[src/rtl/id_ex_stage_reg.sv]
// ID->EX pipeline register with freeze (stall), flush (bubble) and a valid bit.
// Optional macro ID_WB_BYPASS_EN forwards same-cycle WB write data into the captured operands.
module id_ex_stage_reg #(
  parameter int WordLen  = 32,
  parameter int RegAddrW = 4
) (
  input  logic                clk,
  input  logic                rst,
  input  logic                freeze,
  input  logic                flush,
  input  logic                id_valid,
  input  logic [WordLen-1:0]  pc_in,
  input  logic [WordLen-1:0]  val_rn_in,
  input  logic [WordLen-1:0]  val_rm_in,
  input  logic [RegAddrW-1:0] src1_in,
  input  logic [RegAddrW-1:0] src2_in,
  input  logic [RegAddrW-1:0] dest_in,
  input  logic [3:0]          exe_cmd_in,
  input  logic                mem_r_en_in,
  input  logic                mem_w_en_in,
  input  logic                wb_en_in,
  input  logic                b_in,
  input  logic                s_in,
  input  logic                imm_in,
  input  logic [11:0]         shift_op_in,
  input  logic [23:0]         simm24_in,
  input  logic [3:0]          status_in,
  input  logic                wb_wen,
  input  logic [RegAddrW-1:0] wb_dest,
  input  logic [WordLen-1:0]  wb_value,
  output logic [WordLen-1:0]  pc_out,
  output logic [WordLen-1:0]  val_rn_out,
  output logic [WordLen-1:0]  val_rm_out,
  output logic [RegAddrW-1:0] src1_out,
  output logic [RegAddrW-1:0] src2_out,
  output logic [RegAddrW-1:0] dest_out,
  output logic [3:0]          exe_cmd_out,
  output logic                mem_r_en_out,
  output logic                mem_w_en_out,
  output logic                wb_en_out,
  output logic                b_out,
  output logic                s_out,
  output logic                imm_out,
  output logic [11:0]         shift_op_out,
  output logic [23:0]         simm24_out,
  output logic [3:0]          status_out,
  output logic                ex_valid
);

  typedef struct packed {
    logic [WordLen-1:0]  pc;
    logic [WordLen-1:0]  val_rn;
    logic [WordLen-1:0]  val_rm;
    logic [RegAddrW-1:0] src1;
    logic [RegAddrW-1:0] src2;
    logic [RegAddrW-1:0] dest;
    logic [3:0]          exe_cmd;
    logic                mem_r_en;
    logic                mem_w_en;
    logic                wb_en;
    logic                b;
    logic                s;
    logic                imm;
    logic [11:0]         shift_op;
    logic [23:0]         simm24;
    logic [3:0]          status;
    logic                valid;
  } stage_t;

  stage_t d, q;
  logic [WordLen-1:0] rn_sel, rm_sel;

`ifdef ID_WB_BYPASS_EN
  assign rn_sel = (wb_wen && (wb_dest == src1_in)) ? wb_value : val_rn_in;
  assign rm_sel = (wb_wen && (wb_dest == src2_in)) ? wb_value : val_rm_in;
`else
  logic unused_wb;
  assign unused_wb = ^{wb_wen, wb_dest, wb_value};
  assign rn_sel    = val_rn_in;
  assign rm_sel    = val_rm_in;
`endif

  always_comb begin
    // NOTE: default the whole struct first so no field can infer a latch.
    d          = '0;
    d.pc       = pc_in;
    d.val_rn   = rn_sel;
    d.val_rm   = rm_sel;
    d.src1     = src1_in;
    d.src2     = src2_in;
    d.dest     = dest_in;
    d.exe_cmd  = exe_cmd_in;
    // A bubble must never write memory, registers, flags or redirect fetch.
    d.mem_r_en = mem_r_en_in & id_valid;
    d.mem_w_en = mem_w_en_in & id_valid;
    d.wb_en    = wb_en_in    & id_valid;
    d.b        = b_in        & id_valid;
    d.s        = s_in        & id_valid;
    d.imm      = imm_in;
    d.shift_op = shift_op_in;
    d.simm24   = simm24_in;
    d.status   = status_in;
    d.valid    = id_valid;
  end

  // NOTE: sequential state uses non-blocking assignments so all fields update together.
  always_ff @(posedge clk or posedge rst) begin
    if (rst)          q <= '0;
    else if (flush)   q <= '0;
    else if (!freeze) q <= d;
  end

  assign pc_out       = q.pc;
  assign val_rn_out   = q.val_rn;
  assign val_rm_out   = q.val_rm;
  assign src1_out     = q.src1;
  assign src2_out     = q.src2;
  assign dest_out     = q.dest;
  assign exe_cmd_out  = q.exe_cmd;
  assign mem_r_en_out = q.mem_r_en;
  assign mem_w_en_out = q.mem_w_en;
  assign wb_en_out    = q.wb_en;
  assign b_out        = q.b;
  assign s_out        = q.s;
  assign imm_out      = q.imm;
  assign shift_op_out = q.shift_op;
  assign simm24_out   = q.simm24;
  assign status_out   = q.status;
  assign ex_valid     = q.valid;

endmodule

[config.mk]
export PLATFORM = sky130hd
export DESIGN_NAME = id_ex_stage_reg
export DESIGN_NICKNAME = d
export VERILOG_FILES = /design/src/rtl/id_ex_stage_reg.sv
export SDC_FILE = /design/constraint.sdc
export NUM_CORES = 1
export LEC_CHECK = 0
export ABC_AREA = 1
export CAP_MARGIN = 20
export CORE_AREA = 3 3 138 140
export DETAILED_ROUTE_END_ITERATION = 10
export DIE_AREA = 0 0 141 143
export PLACE_DENSITY = 0.72
export SLEW_MARGIN = 20
export SYNTH_ARGS = -nofsm -noshare
export SYNTH_HDL_FRONTEND = slang
export SYNTH_SLANG_ARGS = --single-unit
export TNS_END_PERCENT = 30
[constraint.sdc]
create_clock -name clk -period 15.3 [get_ports clk]
set_clock_uncertainty 0.1 [all_clocks]
set_input_delay 3.825 -clock clk [delete_from_list [all_inputs] [get_ports clk]]
set_output_delay 3.825 -clock clk [all_outputs]
set_load 0.1 [all_outputs]
==> results.txt <==
core area - 18000 um^2
class of the worst hold path - flip-flop to flip-flop
htree depth - 4
FF-to-FF End - val_rm_out[11]
mapped cell area - 5960 um^2
combinational fraction of design power - 25.6%
MaxCap Viol Count - 0
CP Class - flip-flop to output port
drt wl/cell - 14.5 um
die height - 143 um
final net count - 1185
fin. max-slew vios - 0
cell internal pwr - 0.802 mW
Max-slew headroom - 30.4%
via count - 5363
drt first pass iters - 4
most common cell after layout, fill and taps aside - nand2_1
P&R area growth vs syn - 67.1%
pin count of the biggest net entering global routing - 104
final non-filler cell total - 1226
Setup Buffers After CTS - 0
Worst-path clk slew - 0.06 ns
R2R setup slack - 14.56 ns
CTS max path bufs - 2
DP HPWL - 12300 um
Via density - 4.37
power share of the sequential group - 37.5%
initial antenna violation count - 0
multiplexer share of the synthesized area - 0%
Startpoint Class - flip-flop
WP data arrival - 1.95 ns
CTS Buf Count - 17
Worst-Margin Slew - 1.04 ns
unrepaired setup endpoints after global routing - no
Die ar. - 20200 um^2
share of cells above drive strength 1 - 3.71%
Power Density - 122 nW/um^2
Design Area, Final - 9960 um^2
clock sinks - 159
initial core utilization - 33.2%
vias in the first global route - 5273
CP max-delay cell - clkdlybuf4s50_1
worst hold path startpoint - pc_out[26]
VDD IR max - 0.0735 mV
switching part of the total - 33.9%
Final Setup Violations - 0
FF-to-FF path depth - 2
Final min period - 5.88 ns
Ys Warns - 0
Seq/Total Area, Yosys - 66.7%
DRC - 0
final wirelength - 17800 um
Synth Area in Compound Gates - 0%
Mean Syn Cell Area - 8.85 um^2
Post-Syn Nets - 874
Crit path buffers/inverters - 1
top-level I/O count - 359
met3 Use GR - 8.04%
Crit path max-delay family - buffers and inverters
Hold Fails Final Rpt - 0
Final Cycle Share - 38.4%
Inserted Diodes - 0
Clock Latency Late Sink - 0.41 ns
die width - 141 um
Worst Hold End - pc_out[26]
Site Rows - 49
synth unique cells - 8
Syn Inst Count - 674
hold buffers post-CTS - 0
setup TNS - 0 ns
GP Congestion - 0.760
met2 usage - 27.4%
CP endpoint kind - output port
Hold Slack - 0.370 ns
simple-gate share of the synthesized area - 30.3%
most frequent cells in the layout - nand2_1, clkdlybuf4s50_1, dfrtp_1, clkbuf_16
Final ANT Viol Nets - 0
crit path from - val_rm_out[11]
global-route wire length before repair - 28200 um
PostCTS Resize Cnt - 0
Post-Synth XOR/XNOR Area - 0%
gr usage total - 17.7%
worst-path fanout max - 2
Critical Path Max Stage Delay - 1.16 ns
Hold Path Stages - 2
CTS root buf - clkbuf_16
status - complete, no violations
switching power - 0.412 mW
Worst EP required - 11.38 ns
Synth Register Bits - 159
Max Fclk - 0.170 GHz
M1 GR Usage - 22.1%
1st-iter DRT viols - 234
critical path, cell by cell - clkdlybuf4s50_1
IO Port Bufs - 321
CTS tree - built
combinational family with the most area after synthesis - simple AND/OR/NAND/NOR gates
Placed Area - 9350 um^2
grt peak-use layer - met2
global route overflow - 0
Post-Synth Adder-Cell Area - 0%
Clock power frac - 36.9%
Leak - 4.97 nW
worst r2r src - val_rm_out[11]
placed insts - 1195
## worst max-delay path by stage
stage                     slack, ns              to  cells after the start
after floorplan                7.08           b_out                      1
after global placement         9.21      pc_out[21]                      3
after detailed placement       9.20      pc_out[21]                      3
after CTS                      9.39     src1_out[1]                      1
after global routing           9.37  val_rm_out[11]                      1
final                          9.42  val_rm_out[11]                      1
## sequential cells by signal, summed over array words and instances (netlist names), 12 cells and up
register and count:
val_rn_out 32, simm24_out 24, shift_op_out 12, pc_out 32, val_rm_out 32
## metrics by stage
stage / utilization [%] / setup WS, ns / power (mW)
after global placement: 52.0 / 9.21 / 0.774
after global routing: 55.5 / 9.37 / 1.26
final: 55.5 / 9.42 / 1.21
after CTS: 55.5 / 9.39 / 1.23
after detailed placement: 52.0 / 9.20 / 0.776
after floorplan: - / 7.08 / 0.671
## cells in the mapped netlist
library cell,number,area (um^2)
nand2_1,472,1770
dfrtp_1,159,3980
buf_2,28,140
clkbuf_1,5,18.8
nand3_1,5,25.0
inv_1,2,7.51
nor2_2,2,12.5
buf_4,1,7.51
## cell type report
type | count | area (um^2)
Clock buffer | 19 | 433
Clock inverter | 12 | 181
Fill cell | 1637 | 8000
Inverter | 2 | 12.5
Multi-Input combinational cell | 479 | 1820
Sequential cell | 159 | 3980
Tap cell | 229 | 287
Timing Repair Buffer | 326 | 3250
## layer usage
layer / wire (um) / up-vias
li1: - / 2646
met1: 7390 / 2458
met2: 8070 / 237
met3: 2010 / 22
met4: 331 / 0
met5: 0 / -
## logic make-up after synthesis
family	Yosys count
flip-flops	159
AND/OR/NAND/NOR	479
buffers and inverters	36
## power groups by stage
stage	logic [mW]	registers [mW]	clock network, mW
2_1_floorplan	0.0362	0.635	0
3_3_place_gp	0.312	0.462	0
3_5_place_dp	0.313	0.463	0
4_1_cts	0.313	0.456	0.460
5_1_grt	0.324	0.459	0.481
6_report	0.310	0.456	0.448
No activity file was read; power rests on OpenSTA's default activity.
